## src/rtl/mips_mem_pkg.sv

```systemverilog
`default_nettype none
// ============================================================================
// Module      : mips_mem_pkg
// Description : Shared types and constants for the data-memory access
//               sequencer. Provides the FSM state encoding, default bus
//               widths and the word-alignment mask.
// Revision    : 1.0 - initial release
// ============================================================================
package mips_mem_pkg;

  localparam int c_ADDR_W = 32;
  localparam int c_DATA_W = 32;

  // Address bits that must be zero for a word access.
  localparam logic [1:0] c_ALIGN_MASK = 2'b11;

  typedef enum logic [1:0] {
    IDLE   = 2'd0,
    ACCESS = 2'd1,
    DONE   = 2'd2,
    ABORT  = 2'd3
  } state_t;

endpackage
`default_nettype wire

```

## src/rtl/access_timer.sv

```systemverilog
`default_nettype none
// ============================================================================
// Module      : access_timer
// Description : Clear/enable cycle counter. Flags terminal count when the
//               counter holds TIMEOUT-1. The counter does not wrap.
// Ports       : clk, rst       - clock, synchronous active-high reset
//               i_clear        - force count to zero (priority over enable)
//               i_enable       - advance count by one
//               o_terminal     - count == TIMEOUT-1
// Revision    : 1.0 - initial release
// ============================================================================
module access_timer #(
  parameter int TIMEOUT = 16
) (
  input  logic clk,
  input  logic rst,
  input  logic i_clear,
  input  logic i_enable,
  output logic o_terminal
);

  localparam int CNT_W = $clog2(TIMEOUT) + 1;
  localparam logic [CNT_W-1:0] c_TERM = CNT_W'(TIMEOUT - 1);

  logic [CNT_W-1:0] r_count;

  always_ff @(posedge clk) begin
    if (rst) begin
      r_count <= '0;
    end else if (i_clear) begin
      r_count <= '0;
    end else if (i_enable && (r_count != c_TERM)) begin
      // Saturate at terminal count; the FSM leaves ACCESS there anyway.
      r_count <= r_count + 1'b1;
    end
  end

  assign o_terminal = (r_count == c_TERM);

endmodule
`default_nettype wire

```

## src/rtl/dmem_access_ctrl.sv

```systemverilog
`default_nettype none
// ============================================================================
// Module      : dmem_access_ctrl
// Description : Sequences load/store instructions leaving EX/MEM onto a
//               variable-latency data memory via a req/ready handshake.
//               Stalls the upstream pipeline while an access is in flight,
//               bubbles MEM/WB during stalls and aborts on timeout or on an
//               illegal (misaligned / read+write) request.
// Ports       : clk, rst                       - clock, sync active-high reset
//               MemRead_in, MemWrite_in,
//               RegWrite_in                    - EX/MEM control flags
//               D_MEM_addr_in, D_MEM_write_data_in - EX/MEM address / data
//               mem_req, mem_we, mem_addr,
//               mem_wdata                      - registered request to D_MEM
//               mem_rdata, mem_ready           - D_MEM response
//               stall                          - hold upstream pipeline
//               RegWrite_out                   - gated RegWrite to MEM/WB
//               D_MEM_read_data_out            - captured load data
//               access_err                     - one-cycle error pulse
// Revision    : 1.0 - initial release
// ============================================================================
module dmem_access_ctrl
  import mips_mem_pkg::*;
#(
  parameter int ADDR_W  = c_ADDR_W,
  parameter int DATA_W  = c_DATA_W,
  parameter int TIMEOUT = 16
) (
  input  logic              clk,
  input  logic              rst,
  input  logic              MemRead_in,
  input  logic              MemWrite_in,
  input  logic              RegWrite_in,
  input  logic [ADDR_W-1:0] D_MEM_addr_in,
  input  logic [DATA_W-1:0] D_MEM_write_data_in,
  output logic              mem_req,
  output logic              mem_we,
  output logic [ADDR_W-1:0] mem_addr,
  output logic [DATA_W-1:0] mem_wdata,
  input  logic [DATA_W-1:0] mem_rdata,
  input  logic              mem_ready,
  output logic              stall,
  output logic              RegWrite_out,
  output logic [DATA_W-1:0] D_MEM_read_data_out,
  output logic              access_err
);

  state_t r_state;
  state_t w_nextState;

  logic              r_memReq;
  logic              r_memWe;
  logic [ADDR_W-1:0] r_memAddr;
  logic [DATA_W-1:0] r_memWdata;
  logic [DATA_W-1:0] r_readData;

  logic w_anyOp;
  logic w_misaligned;
  logic w_legalOp;
  logic w_illegalOp;
  logic w_timeout;
  logic w_stall;
  logic w_regWrite;
  logic w_accessErr;

  // Request classification on the instruction currently in EX/MEM.
  assign w_anyOp      = MemRead_in | MemWrite_in;
  assign w_misaligned = |(D_MEM_addr_in[1:0] & c_ALIGN_MASK);
  assign w_legalOp    = (MemRead_in ^ MemWrite_in) && !w_misaligned;
  assign w_illegalOp  = w_anyOp && !w_legalOp;

  // Counter is only meaningful in ACCESS; holding it cleared elsewhere
  // guarantees every access starts its timeout window at zero.
  access_timer #(
    .TIMEOUT (TIMEOUT)
  ) u_timer (
    .clk        (clk),
    .rst        (rst),
    .i_clear    (r_state != ACCESS),
    .i_enable   ((r_state == ACCESS) && !mem_ready),
    .o_terminal (w_timeout)
  );

  always_ff @(posedge clk) begin
    if (rst) begin
      r_state <= IDLE;
    end else begin
      r_state <= w_nextState;
    end
  end

  always_comb begin
    w_nextState = r_state;
    w_stall     = 1'b0;
    w_regWrite  = RegWrite_in;
    w_accessErr = 1'b0;
    case (r_state)
      IDLE: begin
        if (w_legalOp) begin
          w_stall     = 1'b1;
          w_regWrite  = 1'b0;
          w_nextState = ACCESS;
        end else if (w_illegalOp) begin
          // Illegal op retires as a bubble without touching memory.
          w_regWrite  = 1'b0;
          w_accessErr = 1'b1;
        end
      end
      ACCESS: begin
        w_stall    = 1'b1;
        w_regWrite = 1'b0;
        // Ready takes priority over a coincident timeout.
        if (mem_ready) begin
          w_nextState = DONE;
        end else if (w_timeout) begin
          w_nextState = ABORT;
        end
      end
      DONE: begin
        w_nextState = IDLE;
      end
      ABORT: begin
        w_regWrite  = 1'b0;
        w_accessErr = 1'b1;
        w_nextState = IDLE;
      end
      default: begin
        w_nextState = IDLE;
      end
    endcase
  end

  // Request and read-data latches.
  always_ff @(posedge clk) begin
    if (rst) begin
      r_memReq   <= 1'b0;
      r_memWe    <= 1'b0;
      r_memAddr  <= '0;
      r_memWdata <= '0;
      r_readData <= '0;
    end else begin
      if ((r_state == IDLE) && w_legalOp) begin
        r_memReq   <= 1'b1;
        r_memWe    <= MemWrite_in;
        r_memAddr  <= D_MEM_addr_in;
        r_memWdata <= D_MEM_write_data_in;
      end
      if (r_state == ACCESS) begin
        if (mem_ready) begin
          r_memReq <= 1'b0;
          if (!r_memWe) begin
            r_readData <= mem_rdata;
          end
        end else if (w_timeout) begin
          r_memReq <= 1'b0;
        end
      end
    end
  end

  assign mem_req             = r_memReq;
  assign mem_we              = r_memWe;
  assign mem_addr            = r_memAddr;
  assign mem_wdata           = r_memWdata;
  assign D_MEM_read_data_out = r_readData;
  assign stall               = w_stall;
  assign RegWrite_out        = w_regWrite;
  assign access_err          = w_accessErr;

endmodule
`default_nettype wire

```

## config.mk

```make
export PLATFORM = sky130hd
export DESIGN_NAME = dmem_access_ctrl
export DESIGN_NICKNAME = d
export VERILOG_FILES = /design/src/rtl/mips_mem_pkg.sv /design/src/rtl/access_timer.sv /design/src/rtl/dmem_access_ctrl.sv
export SDC_FILE = /design/constraint.sdc
export NUM_CORES = 1
export LEC_CHECK = 0
export CORE_ASPECT_RATIO = 1.1
export CORE_UTILIZATION = 42
export CTS_CLUSTER_SIZE = 14
export DETAILED_ROUTE_END_ITERATION = 16
export GPL_TIMING_DRIVEN = 1
export HOLD_SLACK_MARGIN = 0.08
export PLACE_DENSITY = 0.85
export SYNTH_ARGS = -nofsm -noshare
export SYNTH_HDL_FRONTEND = slang
export SYNTH_SLANG_ARGS = --single-unit
export TNS_END_PERCENT = 50
```

## constraint.sdc

```tcl
create_clock -name clk -period 3.2 [get_ports clk]
set_clock_uncertainty 0.15 [all_clocks]
set_input_delay 0.48 -clock clk [delete_from_list [all_inputs] [get_ports clk]]
set_output_delay 0.48 -clock clk [all_outputs]
set_load 0.02 [all_outputs]
```

-- After elaboration in Yosys (flattened, before gate mapping)
Cells that the tools add are included.
- add/subtract/negate cells: 1
- $mul: 0
- div/mod/pow operators: 0
- order comparisons: 0
- equality and inequality tests: 8
- shift-type cells: 0
- muxes and demuxes: 16
- bitwise gates (word level): 3
- reduce and logical (&&, ||, !) cells: 15
- operators with widths (operator ; count):
    2-to-1 mux 1 bit ; 9
    OR reduction 2 bit ; 4
    2-to-1 mux 2 bit ; 3
    case mux 1 bit (2 select lines) ; 3
    case mux 2 bit (3 select lines) ; 1
    adder 5 x 1 -> 5 bit (second input constant) ; 1
    == test 5 x 4 -> 1 bit (second input constant) ; 1
    logical AND 1 bit ; 5
    != test 5 x 4 -> 1 bit (second input constant) ; 1
    == test 2 bit (second input constant) ; 2
    zero test 1 bit ; 3
    != test 3 x 2 -> 1 bit (second input constant) ; 1
    AND reduction 3 bit ; 1
    == test 2 x 1 -> 1 bit (second input constant) ; 1
    zero test 2 bit ; 1
    != test 2 x 1 -> 1 bit (second input constant) ; 1
    != test 2 bit (second input constant) ; 1
    AND reduction 2 bit ; 1
    NOT 1 bit ; 1
    OR 1 bit ; 1
    bitwise XOR 1 bit ; 1
- flip-flop bits (word level): 105
- latch bits: 0
- bits in writable memories: 0
- bits in read-only memories: 0
- bits of input ports: 102
- word-level logic and storage cells: 50
- memories kept: 0

-- Logic depth before layout (Yosys ltp)
Gate-level depths: netlist of run 1.
- depth after elaboration: 8
- mapped depth: 7

-- By module
Synthesis of run 1 repeated with hierarchy kept, for this count alone.
- cell total of the unflattened synthesis: 480
- area total of the unflattened synthesis: 3925.0 um^2
- modules (own cells, without submodules) (module ; times used ; cells each ; area each (um^2)):
    dmem_access_ctrl ; 1 ; 454 ; 3683.5
    access_timer ; 1 ; 26 ; 241.5

-- Worst setup path after synthesis of run 1
Ideal clock, no wire load.
- path kind: input -> output
- from: input MemRead_in
- to: output RegWrite_out
- arrival time: 1620 ps
- required time: 2570 ps
- slack: 950 ps
- stages on the path: 5
- path buffers: 0
- cell sequence: inv_1 > ha_1 > or3b_4 > nand2_1 > o21ai_0
- longest elaborated chain between the ends: 7
- RTL lines (element ; RTL line ; text):
    start: declaration ; dmem_access_ctrl.sv:31 ; input logic MemRead_in,
    bitwise XOR 1 bit ; dmem_access_ctrl.sv:69 ; assign w_legalOp = (MemRead_in ^ MemWrite_in) && !w_misaligned;
    logical AND 1 bit ; dmem_access_ctrl.sv:69 ;
    zero test 1 bit ; dmem_access_ctrl.sv:70 ; assign w_illegalOp = w_anyOp && !w_legalOp;
    logical AND 1 bit ; dmem_access_ctrl.sv:70 ;
    2-to-1 mux 1 bit ; dmem_access_ctrl.sv:103 ; end else if (w_illegalOp) begin
    2-to-1 mux 1 bit * ; dmem_access_ctrl.sv:99 ; if (w_legalOp) begin
    case mux 1 bit (2 select lines) * ; dmem_access_ctrl.sv:97 ; case (r_state)
    end: declaration ; dmem_access_ctrl.sv:43 ; output logic RegWrite_out,
Mark *: on every way between the ends. The rest lies on a longest branch, timed or not.

-- Worst setup path after layout of run 1
- from: input MemWrite_in
- to: output RegWrite_out
- longest elaborated chain between the ends: 7
- RTL lines (element ; RTL line ; text):
    start: declaration ; dmem_access_ctrl.sv:32 ; input logic MemWrite_in,
    bitwise XOR 1 bit ; dmem_access_ctrl.sv:69 ;
    logical AND 1 bit ; dmem_access_ctrl.sv:69 ;
    zero test 1 bit ; dmem_access_ctrl.sv:70 ;
    logical AND 1 bit ; dmem_access_ctrl.sv:70 ;
    2-to-1 mux 1 bit ; dmem_access_ctrl.sv:103 ;
    2-to-1 mux 1 bit * ; dmem_access_ctrl.sv:99 ;
    case mux 1 bit (2 select lines) * ; dmem_access_ctrl.sv:97 ;
Marked as above.

==> impl_metrics.yaml, run 1 <==
outcome:
  outcome: "completed"
routing:
  m1WireLength_um: 4153
  drc: 0
  drt-total-wl_um: 10390
  antenna_left: 0
  drt-wirelength-per-cell_um: 13.25
  viasPerCell: 4.888
  vias: 3832
  dr_wl_met3_um: 979
  drtPass1Iterations: 4
  wl_met2_um: 5068
  drt-initial-drc-count: 114
  top_layer: "met4"
pwr:
  vdd_drop_max_mv: 0.3528
  p_leak_nw: 2.164
  powerDensity_mw_per_mm2: 528.2
logic_synthesis:
  netlist_area_mm2: 0.003819
  synth-edff-count: 0
  synth_top_area_share_pct: 55.05
  synth.top_cells.by_area: "dfxtp_1, nand2_1, a21oi_1, ha_1, buf_2"
  yosysSeqAreaShare_pct: 55.05
  synth_top_flop_cell: "dfxtp_1"
  synth_cell_types: 28
  async_flop_share_pct: 0
  syn-num-nets: 588
  synth_cells: 478
  post_synth.cell_area_avg_um2: 7.989
  synth.most_common_cell: "nand2_1"
  ys_ff_latch: 105
  yosysWarnings: 0
  synth_top_cell_by_area: "dfxtp_1"
  synthTopCellsByCount: "nand2_1, dfxtp_1, a21oi_1, buf_2, clkbuf_1"
clocking:
  insertion_delay_ps: 350
  cts.sinks: 105
  htreeDepth: 3
  cts_tree: "done"
  cts_buffer_depth: 2
  numCtsBuffers: 9
  clk_pin_slew_ps: 100
  cts_root_buf: "clkbuf_8"
setup_path:
  crit_required_ps: 2570
  cp.depth: 7
  path_max_fanout: 5
  worstPathCellList: "clkdlybuf4s50_1, inv_1, ha_1, or3b_4, nand2_1, o21ai_0, clkdlybuf4s50_1"
  end_kind: "output pin"
  r2r_end: "mem_addr[27]"
  critPathSlowestCell: "clkdlybuf4s50_1"
  cp_slowest_stage_delay_ps: 560
  reg2reg_slack_ps: 1050
  crit_family: "buffers and inverters"
  startpoint: "MemWrite_in"
  worstSetupStartpointType: "input pin"
  cpMostUsedCell: "clkdlybuf4s50_1"
  crit_type: "input pin to output pin"
  worst-path-buf-inv: 3
  worstPathArrival_ps: 2480
  r2r_cells: 6
  r2r-start: "r_state[0]"
  critPathCapture: "RegWrite_out"
place:
  portBuffers: 202
  gp_congestion: 0.7638
  placed_area_mm2: 0.005913
  dp_hpwl_um: 7587
  dp_cells: 768
  pre_cts_ws_ps: 64.74
cells_and_area:
  final_cells: 784
  final_area_mm2: 0.006110
  diodes: 0
  drive_above_1_share_pct: 4.179
  utilization_pct: 69.20
  nNetsFinal: 775
  syn_to_final_growth_pct: 59.99
global_route:
  grt_pass1_vias: 3571
  grt_usage_pct: 21.39
  antenna_found_initial: 0
  grt_pass1_wl_um: 16460
  grt_max_degree: 66
  grt-ovfl-total: 0
floorplan:
  start_util_pct: 43.25
  ios: 203
  rows: 36
  core_area_mm2: 0.008828
  die_w_um: 92.92
  dieArea_mm2: 0.009478
  fp.dieH_um: 102.0
min_path:
  min_path_type: "flop to flop"
timing:
  worst_slack_ps: 90.22
  timing.fmax_mhz: 321.6
  tightest_slew_ps: 651.2
  min_period_ps: 3110
  fin_setup_tns_ps: 0
  timing.final.crit_share_pct: 97.18
  rsz0062_at_grt: "false"
  maxSlewViolCount: 0
  setup_viol: 0
  slew_headroom_pct: 56.59
  finalHoldViolCount: 0
flow_run:
  cap_violations: 0
layer usage:
layer / up-vias / global-route usage, %
li1: 1918 / -
met1: 1749 / 24.94
met2: 151 / 37.33
met3: 14 / 7.068
met4: 0 / 6.627
met5: - / 0
worst reg2reg max path, stage by stage, from the launching register on:
cell and delay [ps]:
dfxtp_1 340, inv_1 140, ha_1 360, and4bb_2 560
buf_12 270, nand2_1 110, a21oi_1 150
sequential cells by signal (all words and copies together), names as in the netlist:
name / count
u_timer.r_count: 5
mem_req: 1
D_MEM_read_data_out: 32
mem_we: 1
r_state: 2
mem_addr: 32
mem_wdata: 32
where the power goes:
group / switching (mW) / internal, mW / total, mW
clock: 0.440 / 0.367 / 0.807
sequential: 0.0644 / 1.43 / 1.49
combinational: 0.489 / 0.441 / 0.930
total: 0.993 / 2.23 / 3.23
worst min-delay path by stage:
stage                                   from                 end  slack (ps)  cells past startpoint
after floorplan           u_timer.r_count[1]  u_timer.r_count[1]         300                      2
after global placement         mem_wdata[23]       mem_wdata[23]         290                      2
after detailed placement        mem_wdata[0]        mem_wdata[0]         300                      2
after CTS                       mem_addr[29]        mem_addr[29]         310                      2
after global routing            mem_addr[17]        mem_addr[17]         330                      2
final                          mem_wdata[30]       mem_wdata[30]         310                      2
kinds of logic (layout without fill, tap and decap cells):
kind of cell / Yosys count / count (layout) / share of synthesized area [%]
AO/OA/AOI/OAI: 107 / 107 / 14.71
AND/OR/NAND/NOR: 216 / 216 / 22.67
adder cells (fa/ha/maj): 8 / 8 / 2.621
buffers and inverters: 40 / 232 / 4.489
flip-flops: 105 / 105 / 55.05
XOR/XNOR: 2 / 2 / 0.4588
area by class of cell:
type                            count  area (um2)
Clock buffer                       10       127.6
Tap cell                          114       142.6
Clock inverter                      6       66.31
Inverter                            8       30.03
Fill cell                         696        2719
Timing Repair Buffer              208        2079
Sequential cell                   105        2102
Multi-Input combinational cell    333        1562
timing repair:
action / 4_1_cts / 5_1_grt
endpoints found under the hold margin: 0 / 0
hold buffers: 0 / 0
setup endpoints to repair: 0 / 1
setup buffers: 0 / 0
gates resized for setup: 0 / 1
per-stage QoR:
step | total power, mW | hold slack, ps
2_1_floorplan | 1.991 | 303.6
3_3_place_gp | 2.428 | 290.6
3_5_place_dp | 2.456 | 295.8
4_1_cts | 3.266 | 309.4
5_1_grt | 3.406 | 326.9
6_report | 3.227 | 308.0
cell usage in the layout, fill, tap and decap left out, drive strengths merged, types with 2 or more instances in the layout:
cell type	instances
clkbuf	10
clkdlybuf4s50	200
nand2	196
ha	8
inv	10
nor2	6
xnor2	2
and3	3
a21oi	99
buf	7
clkinv	3
dfxtp	105
a211oi	2
o21ai	2
Note: power is estimated with default switching activity, not from simulation.
==> run 2: changes to the inputs <==
--- a/config.mk
+++ b/config.mk
@@ -7,6 +7,7 @@
 export LEC_CHECK = 0
 export CORE_ASPECT_RATIO = 1.1
 export CORE_UTILIZATION = 42
+export CTS_CLUSTER_DIAMETER = 150
 export CTS_CLUSTER_SIZE = 14
 export DETAILED_ROUTE_END_ITERATION = 16
 export GPL_TIMING_DRIVEN = 1
==> results of run 2 <==
Same layout as run 1: the final DEF is identical, and so are final timing and power.
==> run 3: changes to the inputs <==
--- a/config.mk
+++ b/config.mk
@@ -5,14 +5,15 @@
 export SDC_FILE = /design/constraint.sdc
 export NUM_CORES = 1
 export LEC_CHECK = 0
+export ABC_CLOCK_PERIOD_IN_PS = 2800
 export CORE_ASPECT_RATIO = 1.1
-export CORE_UTILIZATION = 42
+export CORE_UTILIZATION = 35
 export CTS_CLUSTER_DIAMETER = 150
 export CTS_CLUSTER_SIZE = 14
 export DETAILED_ROUTE_END_ITERATION = 16
 export GPL_TIMING_DRIVEN = 1
 export HOLD_SLACK_MARGIN = 0.08
-export PLACE_DENSITY = 0.85
+export PLACE_DENSITY = 0.76
 export SYNTH_ARGS = -nofsm -noshare
 export SYNTH_HDL_FRONTEND = slang
 export SYNTH_SLANG_ARGS = --single-unit
==> constraint.sdc (replaced) <==
create_clock -name clk -period 2.8 [get_ports clk]
set_clock_uncertainty 0.15 [all_clocks]
set_input_delay 0.42 -clock clk [delete_from_list [all_inputs] [get_ports clk]]
set_output_delay 0.42 -clock clk [all_outputs]
set_load 0.02 [all_outputs]
==> run 3 against run 2 <==
Register-to-register slack got worse by 250 ps. Count of clock-buffer cells in the layout up 2. Design area rose by 2.5%. Power increased by 24%. Clock power grew 52%. Critical path type unchanged. Core utilization shrank 9.5 points. Worst hold slack lost 5.3 ps. Critical path depth stayed put. Highest routed layer unchanged. Via count decreased by 0.65%. Worst setup slack improved by 44 ps.
==> impl_metrics.yaml, run 3 (synthesis gave the netlist of run 1 again) <==
routing:
  viasPerCell: 4.660
  drt-wirelength-per-cell_um: 13.10
  antenna_left: 0
  vias: 3807
  drc: 0
  drt-initial-drc-count: 66
  drtPass1Iterations: 6
  drt-total-wl_um: 10700
flow_run:
  cap_violations: 0
timing:
  timing.final.crit_share_pct: 95.20
  timing.fmax_mhz: 375.1
  maxSlewViolCount: 0
  setup_viol: 0
  slew_headroom_pct: 55.73
  tightest_slew_ps: 664.0
  rsz0062_at_grt: "false"
  min_period_ps: 2666
  whs_ps: 302.8
  finalHoldViolCount: 0
setup_path:
  r2r-start: "r_state[0]"
  path_max_fanout: 3
  cp_slowest_stage_delay_ps: 480
  crit_family: "buffers and inverters"
  r2r_end: "mem_wdata[4]"
  crit_required_ps: 2230
  end_kind: "output pin"
  r2r_cells: 6
  worstPathArrival_ps: 2100
  reg2reg_slack_ps: 800
  crit_type: "input pin to output pin"
  critPathSlowestCell: "clkdlybuf4s50_1"
  worst-path-buf-inv: 3
  worstSetupStartpointType: "input pin"
  worstPathCellList: "clkdlybuf4s50_1, inv_1, ha_1, or3b_4, nand2_1, o21ai_0, clkdlybuf4s15_1"
clocking:
  cts_root_buf: "clkbuf_16"
  insertion_delay_ps: 340
  clk_pin_slew_ps: 60
  numCtsBuffers: 9
  postCtsHoldBufs: 0
  cts_buffer_depth: 2
  cts_tree: "done"
  htreeDepth: 3
  cts_setup_buffers: 0
  cts.sinks: 105
floorplan:
  core_area_mm2: 0.01049
  start_util_pct: 36.40
  ios: 203
  dieArea_mm2: 0.01133
  fp.dieH_um: 111.6
  die_w_um: 101.6
  rows: 39
cells_and_area:
  diodes: 0
  final_cells: 817
  final_area_mm2: 0.006265
  layout_common_cells: "clkdlybuf4s50_1, nand2_1, dfxtp_1"
  utilization_pct: 59.71
  nFillCells: 950
  syn_to_final_growth_pct: 64.06
  drive_above_1_share_pct: 4.599
  final_common_cell: "clkdlybuf4s50_1"
  nNetsFinal: 779
outcome:
  outcome: "completed"
place:
  gp_congestion: 0.7984
  portBuffers: 202
  dp_hpwl_um: 7729
  dp_cells: 801
  placed_area_mm2: 0.005979
global_route:
  antenna_found_initial: 0
  grt_pass1_vias: 3728
  grt-ovfl-total: 0
  grt_usage_pct: 19.06
  grt_pass1_wl_um: 17280
  grt_max_degree: 66
min_path:
  min_to: "mem_addr[12]"
  hp-start: "mem_addr[12]"
  min_path_cells: 2
  min_path_type: "flop to flop"
pwr:
  p_leak_nw: 2.223
  finalPower_mw: 3.989
  powerDensity_mw_per_mm2: 636.7
  vdd_drop_max_mv: 0.3637
-- run 3: where the power goes --
part | leakage, nW | switching (mW) | internal [mW]
Sequential | 0.851 | 0.0725 | 1.63
Clock | 0.137 | 0.530 | 0.696
Combinational | 1.23 | 0.553 | 0.507
Total | 2.22 | 1.16 | 2.83
-- run 3: worst reg2reg max path, stage by stage (launching register included) --
cell and delay, ps:
dfxtp_1 370, inv_1 110, ha_1 320, nand4bb_4 130, buf_4 530, nand2_1 160
a21oi_1 170
-- run 3: how the worst max path moves through the flow --
stage / startpoint / to / depth (start not counted)
final: MemWrite_in / RegWrite_out / 7
after global placement: MemWrite_in / access_err / 7
after floorplan: MemRead_in / RegWrite_out / 5
after detailed placement: MemWrite_in / access_err / 7
after CTS: MemWrite_in / access_err / 7
after global routing: MemWrite_in / RegWrite_out / 7
-- run 3: final cells by class --
class                   instances  area (um2)  area share [%]
repair buffers                212        2105           33.59
flip-flops and latches        105        2102           33.55
well taps                     143       178.9           2.856
multi-input cells             333        1562           24.93
clock buffers                  12       236.5           3.775
clock inverters                 4       51.30          0.8189
inverters                       8       30.03          0.4793
-- run 3: through the flow --
stage	setup WS (ps)	setup TNS, ps
floorplan	670.2	0
global placement	-142.8	-233.5
finish	134.3	0
detailed placement	-162.1	-284.6
CTS	57.35	0
global route	39.39	0
-- run 3: what timing repair did --
item | 4_1_cts | 5_1_grt
endpoints found under the setup margin | 2 | 3
gates cloned | 0 | 0
gates resized for setup | 2 | 4
pin swaps | 0 | 0
-- run 3: layer usage --
metal  up-vias  share of wire, %  GRT usage, %
li1       1921                 -             -
met3        15                11         8.412
met4         0               1.7         6.473
met1      1715                40         21.68
met5         -                 0             0
met2       156                47         31.49
